File: src/rtl/usb_stream_bridge.sv
// usb_stream_bridge
//   Buffered bridge between the USB UART byte streams and the CPU bus.
//   Host bytes land in an RX FIFO the CPU drains through the DATA register.
//   CPU writes to DATA fill a show-ahead TX FIFO that streams back to the host.
//   The CPU sees four 16-bit registers with registered read data:
//     0 DATA       read pops RX (bit 15 set when empty), write pushes TX
//     1 STATUS     {rx_count[7:0], 3'b0, rx_udf, tx_ovf, tx_empty, tx_space, rx_avail}
//     2 CTRL       [0] rx_irq_en, [1] tx_irq_en, [2] rx_flush, [3] tx_flush (strobes)
//     3 RX_THRESH  [8:0] rx irq threshold, 0 behaves as 1
// Ports:
//   clk, rst                         single clock, synchronous active-high reset
//   host_rx_data/valid/ready         host -> bridge byte stream
//   host_tx_data/valid/ready         bridge -> host byte stream
//   bus_addr/re/we/wdata/rdata       CPU register bus
//   irq                              registered level interrupt

// Simple circular FIFO with a combinational head (show-ahead) output.
// Flush overrides any push or pop in the same cycle.
module usb_stream_fifo #(
  parameter int W     = 8,
  parameter int DEPTH = 16,
  parameter int AW    = $clog2(DEPTH),
  parameter int CW    = AW + 1
)(
  input  logic          clk,
  input  logic          rst,
  input  logic          flush,
  input  logic          push,
  input  logic          pop,
  input  logic [W-1:0]  wdata,
  output logic [W-1:0]  head,
  output logic [CW-1:0] count,
  output logic          full,
  output logic          empty
);
  logic [W-1:0]  mem [DEPTH];
  logic [AW-1:0] wptr, rptr;
  logic          do_push, do_pop;

  assign full  = (count == CW'(DEPTH));
  assign empty = (count == '0);
  assign head  = mem[rptr];

  // A push into a full FIFO is still legal when the head leaves in the same
  // cycle: the freed slot is the one being written.
  assign do_pop  = pop  & ~empty & ~flush;
  assign do_push = push & ~flush & (~full | do_pop);

  always_ff @(posedge clk) begin
    if (rst || flush) begin
      wptr  <= '0;
      rptr  <= '0;
      count <= '0;
    end else begin
      if (do_push) wptr <= wptr + AW'(1);
      if (do_pop)  rptr <= rptr + AW'(1);
      case ({do_push, do_pop})
        2'b10:   count <= count + CW'(1);
        2'b01:   count <= count - CW'(1);
        default: count <= count;
      endcase
    end
  end

  // Storage carries no reset; the pointers alone define what is valid.
  always_ff @(posedge clk) begin
    if (do_push) mem[wptr] <= wdata;
  end
endmodule

module usb_stream_bridge #(
  parameter int DATA_W   = 8,
  parameter int RX_DEPTH = 16,
  parameter int TX_DEPTH = 16
)(
  input  logic              clk,
  input  logic              rst,
  input  logic [DATA_W-1:0] host_rx_data,
  input  logic              host_rx_valid,
  output logic              host_rx_ready,
  output logic [DATA_W-1:0] host_tx_data,
  output logic              host_tx_valid,
  input  logic              host_tx_ready,
  input  logic [1:0]        bus_addr,
  input  logic              bus_re,
  input  logic              bus_we,
  input  logic [15:0]       bus_wdata,
  output logic [15:0]       bus_rdata,
  output logic              irq
);
  localparam int RX_CW = $clog2(RX_DEPTH) + 1;
  localparam int TX_CW = $clog2(TX_DEPTH) + 1;

  localparam logic [1:0] REG_DATA   = 2'd0;
  localparam logic [1:0] REG_STATUS = 2'd1;
  localparam logic [1:0] REG_CTRL   = 2'd2;
  localparam logic [1:0] REG_THRESH = 2'd3;

  logic [DATA_W-1:0] rx_head;
  logic [RX_CW-1:0]  rx_count;
  logic              rx_full, rx_empty;
  logic [TX_CW-1:0]  tx_count;
  logic              tx_full, tx_empty;

  logic              rx_push, rx_pop, tx_push, tx_pop;
  logic              rx_flush, tx_flush;
  logic              rd_data, wr_data, wr_status, wr_ctrl, wr_thresh;
  logic              tx_drop;

  logic              tx_ovf, rx_udf;
  logic              rx_irq_en, tx_irq_en;
  logic [8:0]        rx_thresh;
  logic [8:0]        thresh_eff;
  logic [15:0]       rx_count_w;
  logic [7:0]        rx_count_sat;
  logic [15:0]       status_word;
  logic [15:0]       rdata_next;
  logic              irq_cond;

  // Bus decode
  assign rd_data   = bus_re & (bus_addr == REG_DATA);
  assign wr_data   = bus_we & (bus_addr == REG_DATA);
  assign wr_status = bus_we & (bus_addr == REG_STATUS);
  assign wr_ctrl   = bus_we & (bus_addr == REG_CTRL);
  assign wr_thresh = bus_we & (bus_addr == REG_THRESH);

  assign rx_flush = wr_ctrl & bus_wdata[2];
  assign tx_flush = wr_ctrl & bus_wdata[3];

  // Host side handshakes. Ready is held low for the reset cycle itself.
  assign host_rx_ready = ~rx_full & ~rst;
  assign rx_push       = host_rx_valid & host_rx_ready;
  assign host_tx_valid = ~tx_empty;
  assign tx_pop        = host_tx_valid & host_tx_ready;

  // CPU side FIFO actions
  assign rx_pop  = rd_data & ~rx_empty;
  assign tx_push = wr_data;
  // Write lost only when full and the host is not draining this cycle.
  assign tx_drop = wr_data & tx_full & ~tx_pop & ~tx_flush;

  usb_stream_fifo #(.W(DATA_W), .DEPTH(RX_DEPTH)) u_rx_fifo (
    .clk   (clk),
    .rst   (rst),
    .flush (rx_flush),
    .push  (rx_push),
    .pop   (rx_pop),
    .wdata (host_rx_data),
    .head  (rx_head),
    .count (rx_count),
    .full  (rx_full),
    .empty (rx_empty)
  );

  usb_stream_fifo #(.W(DATA_W), .DEPTH(TX_DEPTH)) u_tx_fifo (
    .clk   (clk),
    .rst   (rst),
    .flush (tx_flush),
    .push  (tx_push),
    .pop   (tx_pop),
    .wdata (bus_wdata[DATA_W-1:0]),
    .head  (host_tx_data),
    .count (tx_count),
    .full  (tx_full),
    .empty (tx_empty)
  );

  // STATUS only has 8 bits for the RX level; deeper FIFOs saturate.
  assign rx_count_w   = 16'(rx_count);
  assign rx_count_sat = (rx_count_w > 16'd255) ? 8'hFF : rx_count_w[7:0];
  assign thresh_eff   = (rx_thresh == 9'd0) ? 9'd1 : rx_thresh;

  assign status_word = {rx_count_sat, 3'b000, rx_udf, tx_ovf,
                        tx_empty, ~tx_full, ~rx_empty};

  assign irq_cond = (rx_irq_en & (rx_count_w >= {7'b0, thresh_eff}))
                  | (tx_irq_en & tx_empty);

  // Read mux sees pre-write state, so a same-cycle write is not visible.
  always_comb begin
    rdata_next = '0;
    case (bus_addr)
      REG_DATA:   rdata_next = rx_empty ? 16'h8000
                                        : {{(16-DATA_W){1'b0}}, rx_head};
      REG_STATUS: rdata_next = status_word;
      REG_CTRL:   rdata_next = {14'b0, tx_irq_en, rx_irq_en};
      REG_THRESH: rdata_next = {7'b0, rx_thresh};
      default:    rdata_next = '0;
    endcase
  end

  always_ff @(posedge clk) begin
    if (rst) begin
      bus_rdata <= '0;
      irq       <= 1'b0;
      tx_ovf    <= 1'b0;
      rx_udf    <= 1'b0;
      rx_irq_en <= 1'b0;
      tx_irq_en <= 1'b0;
      rx_thresh <= 9'd1;
    end else begin
      if (bus_re) bus_rdata <= rdata_next;

      // DATA and STATUS are distinct addresses, so set/clear never collide.
      if (rd_data && rx_empty)             rx_udf <= 1'b1;
      else if (wr_status && bus_wdata[4])  rx_udf <= 1'b0;

      if (tx_drop)                         tx_ovf <= 1'b1;
      else if (wr_status && bus_wdata[3])  tx_ovf <= 1'b0;

      if (wr_ctrl) begin
        rx_irq_en <= bus_wdata[0];
        tx_irq_en <= bus_wdata[1];
      end

      if (wr_thresh) rx_thresh <= bus_wdata[8:0];

      irq <= irq_cond;
    end
  end

  // Write-data bits above the widest field and the TX level have no reader.
  logic unused_bits;
  assign unused_bits = ^{bus_wdata[15:9], tx_count};
endmodule

File: config.mk
export PLATFORM = sky130hd
export DESIGN_NAME = usb_stream_bridge
export DESIGN_NICKNAME = d
export VERILOG_FILES = /design/src/rtl/usb_stream_bridge.sv
export SDC_FILE = /design/constraint.sdc
export NUM_CORES = 1
export LEC_CHECK = 0
export CAP_MARGIN = 20
export CORE_ASPECT_RATIO = 0.75
export CORE_MARGIN = 1.5
export CORE_UTILIZATION = 53
export DETAILED_ROUTE_END_ITERATION = 10
export PLACE_DENSITY = 0.74
export SLEW_MARGIN = 30
export SYNTH_ARGS = -nofsm -noshare
export SYNTH_HDL_FRONTEND = slang
export SYNTH_HIERARCHICAL = 1
export SYNTH_SLANG_ARGS = --single-unit
export TNS_END_PERCENT = 50
File: constraint.sdc
create_clock -name clk -period 3.5 [get_ports clk]
set_input_delay 0.875 -clock clk [delete_from_list [all_inputs] [get_ports clk]]
set_output_delay 0.875 -clock clk [all_outputs]
set_load 0.01 [all_outputs]
[Word-level counts from Yosys, hierarchy flattened]
Memory sizes are Yosys's and may differ from the RTL's. A register that Yosys moved wholly into a read port is not among the register bits.
Index checks and enable logic that the tools add are counted.
Cells by class
  magnitude comparators: 2
  eq/ne operators: 9
  reductions and logical operators: 13
  bitwise gates (word level): 35
  mux-type cells: 18
  add/subtract/negate cells: 8
Operators by type and width (number)
  $pmux 16 s4: 1
  $and 1x1->1: 24
  $pmux 5 s2: 2
  $add 4x1->4 const B: 4
  $mux 16: 1
  $mux 4: 4
  $add 5x1->5 const B: 2
  $eq 5x5->1 const B: 2
  $logic_not 5->1: 2
  $sub 5x1->5 const B: 2
  $ge 5x9->1: 1
  $logic_not 9->1: 1
  $mux 9: 1
  $eq 2x2->1 const B: 4
  $gt 5x8->1 const B: 1
  $mux 1: 8
  $mux 8: 1
  $not 1->1: 8
  $reduce_bool 2->1: 4
  $eq 2x1->1 const B: 3
  $logic_and 1x1->1: 3
  $or 1x1->1: 3
  $logic_not 2->1: 1
  $logic_or 1x1->1: 2
Storage, ports and cells
  output and inout bits: 27
  input bits: 32
  memories: 2
  flip-flop bits (word level): 56
  memory bits (writable): 256
  logic and storage cells: 100
Memory list
  u_rx_fifo.mem: words 16, bits a word 8, rd ports 1, clocked after Yosys merged registers in 1, write ports 1, line 36  | logic [W-1:0] mem [DEPTH];
  u_tx_fifo.mem: words 16, bits a word 8, rd ports 1, clocked after Yosys merged registers in 1, write ports 1, line 36

[Depth between registers and ports, before layout]
Gate-level depths: netlist (run 1).
  depth after elaboration: 9
  depth in mapped cells: 14
  gate-level depth less buffers: 12

[Cells and area by module]
Netlist (run 1), hierarchy kept.
By module, submodules not included
  usb_stream_fifo at u_tx_fifo: area each 5983.2 µm², sequential area each 4184.0 µm², times used 1, cells an instance 340
  usb_stream_fifo at u_rx_fifo: area each 5915.7 µm², sequential area each 4184.0 µm², times used 1, cells an instance 336
  usb_stream_bridge: area each 1425.1 µm², sequential area each 560.5 µm², times used 1, cells an instance 177

[Worst setup path after synthesis (run 1)]
OpenSTA, ideal clock, no wires.
  path kind: input port to flip-flop
  start point: input bus_addr[0]
  end point: register u_rx_fifo.count[4]
  cell stages on the path: 11
  buffers on the path: 2
  path slack: 0.126 ns
  arrival: 3.255 ns
  cell sequence: buf_6 -> nor3_2 -> and2_1 -> clkbuf_1 -> o211ai_1 -> or2_2 -> fa_1 -> nand2b_1 -> a21o_1 -> mux2i_1 -> o31a_1
Between the ends
  cells in the longest elaborated chain, start to end: 9
  elaborated cells between the ends (all ways): 17
RTL lines
  start: declaration: line 84  | input logic [1:0] bus_addr,
  $logic_not 2->1 *: line 121  | assign rd_data = bus_re & (bus_addr == REG_DATA);
  $and 1x1->1 *: line 121
  $and 1x1->1 *: line 137  | assign rx_pop = rd_data & ~rx_empty;
  via rx_pop: line 105  | logic rx_push, rx_pop, tx_push, tx_pop;
  $and 1x1->1 * (2 in a row): line 46  | assign do_pop = pop & ~empty & ~flush;
  $or 1x1->1: line 47  | assign do_push = push & ~flush & (~full | do_pop);
  $and 1x1->1: line 47
  $eq 2x1->1 / $eq 2x2->1 (equally long branches): line 57  | case ({do_push, do_pop})
  $pmux 5 s2 / $reduce_bool 2->1 (equally long branches)
  end signal: assignment: line 58  | 2'b10: count <= count + CW'(1);
  end signal: assignment: line 59  | 2'b01: count <= count - CW'(1);
  end signal: assignment: line 60  | default: count <= count;
  end: declaration: line 32  | output logic [CW-1:0] count,
The timed path passes the listed nets; every way through them passes the cells marked *.
A chain may end at the register's enable or synchronous reset.

==> results of run 1 <==
logic make-up after synthesis:
kind of cell | after synthesis | share of synthesized area [%]
DFF | 318 | 67.0
and+or+nand+nor | 224 | 8.78
AOI/OAI and AO/OA | 121 | 6.57
buffers and inverters | 79 | 2.73
muxes | 77 | 11.9
adders and majority gates | 23 | 2.27
xor gates and xnor gates | 10 | 0.657
other | 1 | 0.0281
power groups by stage:
stage	combinational (W)	sequential [W]	clock, W
floorplan	0.000154	0.00421	0
global placement	0.000305	0.00421	0
detailed placement	0.000311	0.00421	0
CTS	0.000314	0.00413	0.00320
global route	0.000343	0.00413	0.00336
finish	0.000314	0.00413	0.00315
worst min path at each step:
| stage | from | to | slack, ps | cells past startpoint |
|---|---|---|---|---|
| finish | rx_udf | rx_udf | 460 | 2 |
| global route | rx_udf | rx_udf | 490 | 2 |
| CTS | rx_udf | rx_udf | 470 | 2 |
| detailed placement | rx_udf | rx_udf | 460 | 2 |
| global placement | rx_udf | rx_udf | 440 | 2 |
| floorplan | tx_ovf | tx_ovf | 430 | 2 |
layout make-up:
cell class | count | share of cell area [%]
Sequential cell | 318 | 57.2
Timing Repair Buffer | 122 | 7.26
Multi-Input combinational cell | 457 | 26.0
Tap cell | 338 | 2.71
Inverter | 29 | 0.698
Clock buffer | 37 | 5.12
Clock inverter | 16 | 1.01
per-stage QoR:
stage          total power (W)  util, %  hold slack (ps)  TNS (ps)  cells
6_report               0.00759     62.8              465         0   1317
5_1_grt                0.00783     62.8              491         0   1317
4_1_cts                0.00764     62.8              466         0   1317
3_5_place_dp           0.00452     58.8              458     -52.2   1262
3_3_place_gp           0.00451     58.8              443     -41.9   1262
2_1_floorplan          0.00436        -              429         0    854
worst max-delay path: stages, from the launching register on:
cell	delay [ps]
sky130_fd_sc_hd__dfxtp_4	410
sky130_fd_sc_hd__buf_4	170
sky130_fd_sc_hd__mux4_2	540
sky130_fd_sc_hd__a22oi_1	270
sky130_fd_sc_hd__nand2_1	90
sky130_fd_sc_hd__clkdlybuf4s50_1	490
metal layers:
metal	wire length, um	vias to the layer above	track usage [%]
met3	2190	42	4.11
met4	587	0	4.97
li1	-	3507	-
met2	12600	296	32.6
met1	12800	3906	35.7
met5	0	-	0
cells in the final DEF, fill, tap and decap left out, types with 29 or more instances in the layout:
cell type	synthesis	final
sky130_fd_sc_hd__nor2_1	57	57
sky130_fd_sc_hd__mux4_2	65	65
sky130_fd_sc_hd__clkdlybuf4s50_1	0	49
sky130_fd_sc_hd__dfxtp_1	62	60
sky130_fd_sc_hd__clkbuf_16	0	31
sky130_fd_sc_hd__inv_1	29	29
sky130_fd_sc_hd__edfxtp_1	256	256
sky130_fd_sc_hd__a22oi_1	35	33
sky130_fd_sc_hd__buf_4	4	65
sky130_fd_sc_hd__nand2_1	52	52
sky130_fd_sc_hd__a21oi_1	32	32
timing repair:
item / CTS / global route
endpoints found under the setup margin: 8 / 2
pin swaps: 0 / 0
hold buffers: 0 / 0
setup buffers: 2 / 0
resized for setup: 3 / 2
state kept, by name, indices dropped and copies added, names as in the netlist, named ones only:
signal / flops
u_rx_fifo/mem: 128
u_tx_fifo/mem: 128
bus_rdata: 14
rx_thresh: 9
u_rx_fifo/count: 5
u_tx_fifo/count: 5
u_rx_fifo/rptr: 4
u_rx_fifo/wptr: 4
u_tx_fifo/rptr: 4
u_tx_fifo/wptr: 4
irq: 1
rx_irq_en: 1
rx_udf: 1
tx_irq_en: 1
tx_ovf: 1
==> results.toml, run 1 <==
[status]
outcome = "complete, no violations"

[yosys]
syn-cell-area_mm2 = 0.0133
synth_most_common_cell = "sky130_fd_sc_hd__edfxtp_1"
dominantRegCellSynth = "sky130_fd_sc_hd__edfxtp_1"
synthTopCellsByCount = "sky130_fd_sc_hd__edfxtp_1 (256), sky130_fd_sc_hd__mux4_2 (65), sky130_fd_sc_hd__dfxtp_1 (62)"
synth_area_per_cell_um2 = 15.6
netlist_instances = 853
number_of_synthesized_flops_with_an_enable_pin = 256
synth_top_area_cell = "sky130_fd_sc_hd__edfxtp_1"
synth_area_leaders = "sky130_fd_sc_hd__edfxtp_1 (58%), sky130_fd_sc_hd__mux4_2 (11%), sky130_fd_sc_hd__dfxtp_1 (9.3%)"
ys_async_sr_fraction_pct = 0
netlist-cell-type-count = 71
synth.yosys.seq_area_share_pct = 67.0
synth_seq_cells = 318
synth_top_area_share_pct = 57.7
synth-warning-count = 6

[clocking]
h-tree-depth = 1
cts.root.buffer_cell = "sky130_fd_sc_hd__clkbuf_16"
tritoncts = "built"
clock-sinks = 318
worstSkewPairLatency_ps = 550
number_of_buffers_created_by_cts = 30
clockBufferDepth = 3
worst_setup_hold_path_clk_slew_ps = 60

[worst_setup_path]
timing.critical_path.required_ps = 2620
cp-endpoint = "host_tx_data[6]"
critical_path_peak_fanout = 6
setup.worst_path.end_class = "primary output"
worstReg2RegEnd = "u_rx_fifo/count[4]"
crit_type = "flip-flop to primary output"
regToRegSetupSlack_ps = 240
worst_r2r_startpoint = "u_rx_fifo/count[3]"
critPathArrivalTime_ps = 2530
worstRegToRegCells = 12
setup.worst_path.start_class = "flip-flop"

[power_and_ir_drop]
p_switching_w = 0.00153
power_per_cell_area_mw_per_mm2 = 486
power.share.switching_pct = 20.2
power_leakage_nw = 5.19
p_clk_share_pct = 41.5
power_frac_comb_pct = 4.1
worst_ir_drop_vdd_uv = 508
seq_power_share_pct = 54.4
internal_power_w = 0.00606

[flow_run]
max_cap_viol_count = 0

[final_layout]
drive_above_1_share_pct = 21.6
post_route_cell_area_mm2 = 0.0156
multiInputGateArea_mm2 = 0.00405
n_antenna_cell = 0
finalNetCount = 1013
fillers = 1798
area_delta_synth_final_pct = 17.1
register_area_mm2 = 0.00893

[place]
dp_worst_setup_slack_ps = -45.5
globalplace.congestion = 0.847
postPlaceCellArea_mm2 = 0.0146
hpwlAfterDp_um = 18900
port_buffers = 49

[routing]
initialDrtViolationCount = 633
route.detailed.drc = 0
final_antenna_net_count = 0
routed_wl_um = 28100
vias_per_cell = 5.89
vias = 7751
detailedRoute.firstPassIterationCount = 5
routed_wire_length_per_instance_um = 21.4

[timing]
timing_worst_slew_pin_value_ps = 789
post-route-worst-setup-slack_ps = 92.9
clock-skew-final_ps = 5.15
final.period_utilization_pct = 97.3
report.final.hold_viol_count = 0
drv_slew = 0
fmaxAchievable_ghz = 0.294
fin_crit_ps = 3410
rsz_0062_raised_after_global_routing = "no"
setup_violations = 0
normalized_max_slew_margin_pct = 47.4

[floorplanning]
die_w_um = 186
placeableCoreArea_mm2 = 0.0248
y_dimension_of_the_die_um = 140
top_level_port_count = 59
row_count = 50
die_area_mm2 = 0.0261
initial_util_pct = 53.6

[global_routing]
globalRoute.totalOverflow = 0
wire_length_of_the_first_global_routing_pass_um = 43900
grt_max_degree = 36
grt_util_all_layers_pct = 22.5
grt_antenna_before_repair = 0
first_global_vias = 7624

[worst_hold_path]
holdCritPathClass = "flip-flop to flip-flop"
Power figures use the tool's default switching activity.
==> run 2, diff against run 1 <==
--- a/config.mk
+++ b/config.mk
@@ -6,11 +6,9 @@
 export NUM_CORES = 1
 export LEC_CHECK = 0
 export CAP_MARGIN = 20
-export CORE_ASPECT_RATIO = 0.75
 export CORE_MARGIN = 1.5
-export CORE_UTILIZATION = 53
+export CORE_UTILIZATION = 25
 export DETAILED_ROUTE_END_ITERATION = 10
-export PLACE_DENSITY = 0.74
 export SLEW_MARGIN = 30
 export SYNTH_ARGS = -nofsm -noshare
 export SYNTH_HDL_FRONTEND = slang
==> results.toml, run 2 (synthesis results as in run 1) <==
[status]
outcome = "complete, no violations"

[clocking]
post-cts-setup-buffers = 0
ctsHoldBuffers = 0
clock-sinks = 318
cts.root.buffer_cell = "sky130_fd_sc_hd__clkbuf_16"
worstSkewPairLatency_ps = 530
number_of_buffers_created_by_cts = 34
worst_setup_hold_path_clk_slew_ps = 60
h-tree-depth = 2
clockBufferDepth = 3
tritoncts = "built"

[routing]
routed_wl_um = 29700
route.detailed.drc = 0
detailedRoute.firstPassIterationCount = 6
final_antenna_net_count = 0
vias = 7632
vias_per_cell = 4.55
routed_wire_length_per_instance_um = 17.7
initialDrtViolationCount = 441

[timing]
setup_violations = 0
normalized_max_slew_margin_pct = 43.5
clock-skew-final_ps = 29.2
timing_worst_slew_pin_value_ps = 845
final.period_utilization_pct = 97.9
report.final.hold_viol_count = 0
rsz_0062_raised_after_global_routing = "no"
drv_slew = 0
fmaxAchievable_ghz = 0.292
fin_crit_ps = 3430

[power_and_ir_drop]
internal_power_w = 0.00620
p_switching_w = 0.00169
power.share.switching_pct = 21.4
power_per_cell_area_mw_per_mm2 = 483
power_leakage_nw = 5.29
seq_power_share_pct = 52.4
p_clk_share_pct = 43.6
worst_ir_drop_vdd_uv = 418
overall_power_of_the_completed_layout_w = 0.00789
power_frac_comb_pct = 4.0

[final_layout]
finalNetCount = 1019
post_route_cell_area_mm2 = 0.0163
most-common-layout-cells = "sky130_fd_sc_hd__edfxtp_1 (256), sky130_fd_sc_hd__mux4_2 (65), sky130_fd_sc_hd__dfxtp_1 (60)"
n_antenna_cell = 0
most_frequent_standard_cell_in_the_layout_excluding_fill_and_tap_cells = "sky130_fd_sc_hd__edfxtp_1"
largestRegisters = "u_rx_fifo/mem (128), u_tx_fifo/mem (128), bus_rdata (14)"
drive_above_1_share_pct = 22.3
fillers = 5117
area_delta_synth_final_pct = 22.5

[worst_setup_path]
critical-path-slowest-cell = "sky130_fd_sc_hd__mux4_2"
critPathArrivalTime_ps = 2550
critical_path_peak_fanout = 8
crit_type = "flip-flop to primary output"
cp_top_family = "buffers and inverters"
cp_cell_sequence = "buf_12, mux4_2, a22oi_1, nand2_1, clkdlybuf4s50_1"
timing.critical_path.required_ps = 2620
setup.worst_path.end_class = "primary output"
worstPathBufferInverterCount = 2
cp_slowest_stage_delay_ps = 530
setup.worst_path.start_class = "flip-flop"

[global_routing]
grt_antenna_before_repair = 0
wire_length_of_the_first_global_routing_pass_um = 45600
globalRoute.totalOverflow = 0
grt_util_all_layers_pct = 11.0
grt_max_degree = 36
first_global_vias = 7759

[floorplanning]
die_area_mm2 = 0.0547
initial_util_pct = 25.3
placeableCoreArea_mm2 = 0.0527
die_w_um = 234
y_dimension_of_the_die_um = 234
row_count = 84
top_level_port_count = 59

[place]
globalplace.congestion = 0.801
port_buffers = 49
hpwlAfterDp_um = 19700
postPlaceCellArea_mm2 = 0.0152

[flow_run]
max_cap_viol_count = 0

[worst_hold_path]
holdCritPathClass = "flip-flop to flip-flop"
==> run 2: through the flow <==
step / setup WS (ps) / utilization (%) / hold WS (ps) / setup TNS [ps] / cells
2_1_floorplan: 126 / - / 429 / 0 / 854
3_3_place_gp: -79.7 / 28.9 / 448 / -112 / 1614
3_5_place_dp: -94.5 / 28.9 / 449 / -96.6 / 1614
4_1_cts: 39.7 / 31.0 / 461 / 0 / 1677
5_1_grt: 6.36 / 31.0 / 498 / 0 / 1678
6_report: 73.9 / 31.0 / 462 / 0 / 1678
==> run 2: area by class of cell <==
type | instances | area, um^2 | share of cell area [%]
clock inverters | 21 | 190 | 1.16
clock buffers | 41 | 877 | 5.37
flip-flops and latches | 318 | 8930 | 54.7
inverters | 29 | 109 | 0.667
well taps | 688 | 861 | 5.27
repair buffers | 124 | 1320 | 8.06
multi-input cells | 457 | 4040 | 24.7
==> run 2: power by group through the flow <==
stage / Clock [W] / Sequential [W] / Combinational (W)
floorplan: 0 / 0.00421 / 0.000154
finish: 0.00344 / 0.00413 / 0.000315
global route: 0.00366 / 0.00413 / 0.000346
detailed placement: 0 / 0.00421 / 0.000315
CTS: 0.00353 / 0.00413 / 0.000318
global placement: 0 / 0.00421 / 0.000309
==> run 2: layer usage <==
layer	vias up	part of all wire [%]	track usage, %
li1	3519	-	-
met1	3882	44	14.4
met2	189	48	18.4
met3	42	5.8	2.66
met4	0	1.7	2.78
met5	-	0	0
==> run 2: final timing paths <==
check / start / to / slack [ps] / cells past startpoint
worst max-delay path: flip-flop / host_tx_data[6] / 70 / 5
worst max register to register: u_rx_fifo/count[0] / u_rx_fifo/count[3] / 360 / 11
worst min-delay path: tx_ovf / tx_ovf / 460 / 2
worst min register to register: tx_ovf / tx_ovf / 460 / 2
==> run 2: worst reg2reg max path: cells and delay by family (launching register included) <==
| kind | cells | cell delay, ps |
|---|---|---|
| AND/OR/NAND/NOR | 5 | 1460 |
| AO/OA/AOI/OAI | 4 | 870 |
| flip-flops | 1 | 380 |
| adder cells (fa/ha/maj) | 1 | 270 |
| buffers and inverters | 1 | 70 |
==> run 2: what timing repair did <==
| action | CTS | global route |
|---|---|---|
| pin swaps | 0 | 0 |
| cloned | 1 | 1 |
| resized for setup | 0 | 3 |
| endpoints found under the setup margin | 3 | 7 |
==> run 3, diff against run 2 <==
--- a/config.mk
+++ b/config.mk
@@ -9,7 +9,7 @@
 export CORE_MARGIN = 1.5
 export CORE_UTILIZATION = 25
 export DETAILED_ROUTE_END_ITERATION = 10
-export SLEW_MARGIN = 30
+export SLEW_MARGIN = 5
 export SYNTH_ARGS = -nofsm -noshare
 export SYNTH_HDL_FRONTEND = slang
 export SYNTH_HIERARCHICAL = 1
==> results of run 3 <==
Same layout as run 2: the final DEF is identical, and so are final timing and power.
==> RTL change 1, RTL diff (settings of run 2) <==
Change the parameter `TX_DEPTH` from 16 to 32.
--- a/src/rtl/usb_stream_bridge.sv
+++ b/src/rtl/usb_stream_bridge.sv
@@ -71,7 +71,7 @@
 module usb_stream_bridge #(
   parameter int DATA_W   = 8,
   parameter int RX_DEPTH = 16,
-  parameter int TX_DEPTH = 16
+  parameter int TX_DEPTH = 32
 )(
   input  logic              clk,
   input  logic              rst,
Check against the original RTL: same outputs for any inputs over 4 cycles, from zero or initial values and one cycle with rst high; that may be too few to reach the edited logic, so the function may still have changed.
==> RTL change 1 against run 2 <==
  * Critical path type unchanged
  * Hold slack got worse by 0.0087 ns
  * Sequential cell count rose by 132
  * Via count rose by 29%
  * Utilization grew 0.45 points
  * Power increased by 47%
  * Worst setup slack got worse by 0.24 ns
  * Synthesized area up 37%
  * Design area grew 38%
  * Non-clock buffer count increased by 61
  * Wire length grew 36%
  * The run now ends with setup timing left
  * Global-route usage hardly changed
  * Count of clock-buffer cells in the layout up 16
==> RTL change 1: results (changes against run 2) <==
{| class="wikitable"
! Metric !! Value
|-
| Top cells by instance count after synthesis || edfxtp_1, mux4_2, nor2_1, dfxtp_1, nand2_1
|-
| Placed Cells || 2,100 (+30%)
|-
| Total global routing track utilization || 0.110 (-0.000255)
|-
| Largest clock skew in the final design || 0.0597 ns (+0.0306 ns)
|-
| Capturing point of the worst reg2reg path || u_rx_fifo/count[4]
|-
| Reported leakage power || 7.27 nW (+37%)
|-
| HPWL after detailed placement || 26.5 mm (+34%)
|-
| Count of routing violations after the opening detailed-route iteration || 761 (+73%)
|-
| Final Worst Setup Slack || -0.168 ns (-0.242 ns)
|-
| Clock latency on the worst-skew pair || 0.61 ns (+0.08 ns)
|-
| Via density || 4.46 (-1.9%)
|-
| Number of different library cells in the post-synthesis netlist || 63 (-11%)
|-
| Worst setup slack for register-to-register paths || 0.43 ns (+0.07 ns)
|-
| Violated checks || setup timing
|-
| Critical path capture point || host_tx_data[3]
|-
| Largest cells by area after synthesis || edfxtp_1, mux4_2, dfxtp_1
|-
| TritonRoute pass-1 iters || 5 (-1)
|-
| EDFF count, synth || 384 (+50%)
|-
| Max transition margin || 0.398 (-0.0375)
|-
| Final setup violation count || 8 (+8)
|-
| Vias in the first global route || 10,000 (+29%)
|-
| Maximum number of pins on one net before global-route repair || 35 (-2.8%)
|-
| Global-route wire length before repair || 62.0 mm (+36%)
|-
| Result of the run || complete, but fails checks
|-
| Largest registers || u_tx_fifo/mem x256, u_rx_fifo/mem x128, bus_rdata x14
|-
| Worst Path Max Fanout || 5 (-3)
|-
| FF/Latch Area || 12,900 um2 (+44%)
|-
| Proportion of layout cells with a drive suffix above 1 || 0.284 (+0.0607)
|-
| End point of the most critical hold path || rx_udf
|-
| Initial antenna violation count || 2 (+2)
|-
| Final weighted congestion in routability-driven placement || 0.792 (-1.2%)
|-
| Synthesized netlist cell count || 1,038 (+22%)
|-
| Via Count || 9,838 (+29%)
|-
| Clk. pwr || 5.06 mW (+47%)
|-
| Final wirelength || 40.5 mm (+36%)
|-
| Switch share || 0.213 (-0.000905)
|}
==> RTL change 1: cell count changes after synthesis, moves of 8 or more <==
| cell | run 2 | this run |
|---|---|---|
| a22oi_1 | 35 | 19 |
| mux4_2 | 65 | 113 |
| and2_1 | 23 | 15 |
| edfxtp_1 | 256 | 384 |
| mux2_2 | 2 | 10 |
| nor2_1 | 57 | 88 |
==> RTL change 1: layout make-up <==
| class | instances | area share |
|---|---|---|
| sequential | 450 | 0.569 |
| multi-input combinational | 507 | 0.224 |
| clock inverter | 29 | 0.0154 |
| tap | 950 | 0.0526 |
| clock buffer | 57 | 0.0541 |
| timing repair buffer | 185 | 0.0803 |
| inverter | 26 | 0.00432 |
==> RTL change 1: cell families (layout without fill, tap and decap cells) <==
logic type / count (synthesis) / in the layout / synth area share
AO/OA/AOI/OAI: 97 / 97 / 0.0360
XOR/XNOR: 16 / 16 / 0.00767
adder cells (fa/ha/maj): 24 / 24 / 0.0173
buffers and inverters: 82 / 297 / 0.0208
flip-flops: 450 / 450 / 0.703
multiplexers: 134 / 134 / 0.152
other: 1 / 2 / 0.000205
AND/OR/NAND/NOR: 234 / 234 / 0.0629
==> RTL change 1: layer usage <==
metal | track usage | vias up
met4 | 0.0337 | 0
met2 | 0.176 | 278
met1 | 0.151 | 5038
met5 | 0 | -
met3 | 0.0204 | 66
li1 | - | 4456
==> RTL change 1: repair_timing <==
item / 4_1_cts / 5_1_grt
hold buffers: 0 / 0
buffers inserted: 12 / 4
endpoints found under the hold margin: 0 / 0
cloned: 4 / 0
resized for setup: 63 / 0
setup endpoints to repair: 8 / 8
==> RTL change 1: critical path: stages, from the launching register on <==
cell     delay, ns
dfxtp_4       0.40
buf_12        0.15
buf_12        0.13
buf_6         0.09
mux4_2        0.51
mux4_2        0.53
mux2_4        0.30
buf_6         0.12
==> RTL change 2, RTL diff (settings of run 2) <==
Without the edit above. Reset style: asynchronous (`rst`), changed in one clocked block. Comments in the files are not updated.
--- a/src/rtl/usb_stream_bridge.sv
+++ b/src/rtl/usb_stream_bridge.sv
@@ -189,7 +189,7 @@
     endcase
   end
 
-  always_ff @(posedge clk) begin
+  always_ff @(posedge clk or posedge rst) begin
     if (rst) begin
       bus_rdata <= '0;
       irq       <= 1'b0;
Check against the original RTL: differs if rst is asserted again (counterexample within 4 cycles, from zero or initial values and one cycle with rst high); with rst held inactive, the same outputs for 4 cycles.
==> RTL change 2 against run 2 <==
  * The run now ends with DRC left
  * Synthesized area increased by 0.48%
  * Sequential cell count is the same
  * Combinational power up 30%
  * Critical path depth fell by 1
  * Worst setup slack gained 0.011 ns
  * Design area down 0.65%
  * Wire length about the same
  * Power decreased by 0.46%
  * Largest power group unchanged
==> RTL change 2: results (changes against run 2) <==
{| class="wikitable"
! Metric !! Value
|-
| Result of the run || complete, but fails checks
|-
| Violated checks || DRC
|-
| Capturing point of the worst reg2reg path || u_rx_fifo/count[4]
|-
| Seq. pwr || 4.19 mW (+1%)
|-
| Global-route wire length before repair || 45.3 mm (-0.47%)
|-
| Largest cells by area after synthesis || edfxtp_1, mux4_2, dfxtp_1
|-
| Clock group share of total power || 0.414 (-0.022)
|-
| Fraction of synthesis flops using an asynchronous set or reset pin || 0.0881 (+0.0881)
|-
| Switching pwr || 1.69 mW (about the same)
|-
| CTS Buf Count || 30 (-12%)
|-
| Slowest-stage cell, CP || or4_4
|-
| Final routed DRC violation total || 1 (+1)
|-
| Vias in the first global route || 7,588 (-2.2%)
|-
| Post-place setup slack || -0.0601 ns (+0.0344 ns)
|-
| Worst hold slack || 0.515 ns (+0.0535 ns)
|-
| Cell Pwr Density || 484 nW/um2 (+0.20%)
|-
| Count of routing violations after the opening detailed-route iteration || 482 (+9.3%)
|-
| Register-to-Register Path Depth || 10 (-1)
|-
| Critical path capture point || host_tx_valid
|-
| Clock latency on the worst-skew pair || 0.56 ns (+0.03 ns)
|-
| Net count of the finished layout || 977 (-4.1%)
|-
| Reported leakage power || 5.37 nW (+1.5%)
|-
| Largest clock skew in the final design || 0.0138 ns (-0.0153 ns)
|-
| Hold Startpoint || tx_ovf
|-
| Number of different library cells in the post-synthesis netlist || 77 (+8.5%)
|-
| Via density || 4.53 (-0.35%)
|-
| HPWL after detailed placement || 19.7 mm (+0.28%)
|-
| Worst Tran Pin Value || 0.882 ns (+0.0376 ns)
|-
| Proportion of layout cells with a drive suffix above 1 || 0.232 (+0.00827)
|-
| Final weighted congestion in routability-driven placement || 0.773 (-3.5%)
|-
| TritonRoute pass-1 iters || 10 (+4)
|-
| Top cells by instance count after synthesis || edfxtp_1, mux4_2, nor2_1, nand2_1, inv_1
|-
| Worst setup slack for register-to-register paths || 0.42 ns (+0.06 ns)
|-
| Total global routing track utilization || 0.109 (-0.00165)
|-
| Worst voltage drop across the vdd grid || 0.341 mV (-18%)
|-
| Maximum number of pins on one net before global-route repair || 33 (-8.3%)
|}
==> RTL change 2: changes by cell type in the layout (fill, tap and decap cells not counted), sizes merged, moves of 9 or more <==
cell   delta
dfxtp    -28
dfrtp    +27
buf      -11
nand3    -11
a21oi    -20
nand2     -9
==> RTL change 2: cell families (layout without fill, tap and decap cells) <==
group           Yosys count  in the layout  share of synthesized area
simple gates            186            186                     0.0742
xor+xnor                 10             10                    0.00654
fa+ha+maj                23             23                     0.0226
buf+inv                  84            206                     0.0280
other cells               1              2                   0.000280
mux                      83             83                      0.125
compound gates          118            118                     0.0661
flops                   318            318                      0.677
==> RTL change 2: per-stage QoR <==
step | util | setup TNS [ns] | instances
floorplan | - | 0 | 824
global placement | 0.288 | -0.0245 | 1578
detailed placement | 0.288 | -0.185 | 1578
CTS | 0.307 | 0 | 1634
global route | 0.307 | 0 | 1634
finish | 0.307 | 0 | 1634
==> RTL change 2: layout make-up <==
cell class / instances / share of cell area
well taps: 688 / 0.0531
repair buffers: 112 / 0.0727
multi-input cells: 422 / 0.245
clock buffers: 34 / 0.0485
inverters: 38 / 0.00879
flip-flops and latches: 318 / 0.559
clock inverters: 22 / 0.0125
==> RTL change 2: per-layer routing <==
metal	vias to the layer above	GRT usage	wire, um
met2	148	0.180	14200
met4	0	0.0279	608
met3	37	0.0167	1220
li1	3402	-	-
met5	-	0	0
met1	3819	0.148	13700
==> RTL change 2: worst max-delay path: cells and delay by family, from the launching register on <==
kind          cells  cell delay (ns)
simple gates      2             0.96
buf+inv           2             0.67
flops             1             0.35
==> RTL change 2: what timing repair did <==
item                                    in CTS  in global routing
endpoints found under the setup margin       9                  7
pin swaps                                    0                  0
resized for setup                            5                  6
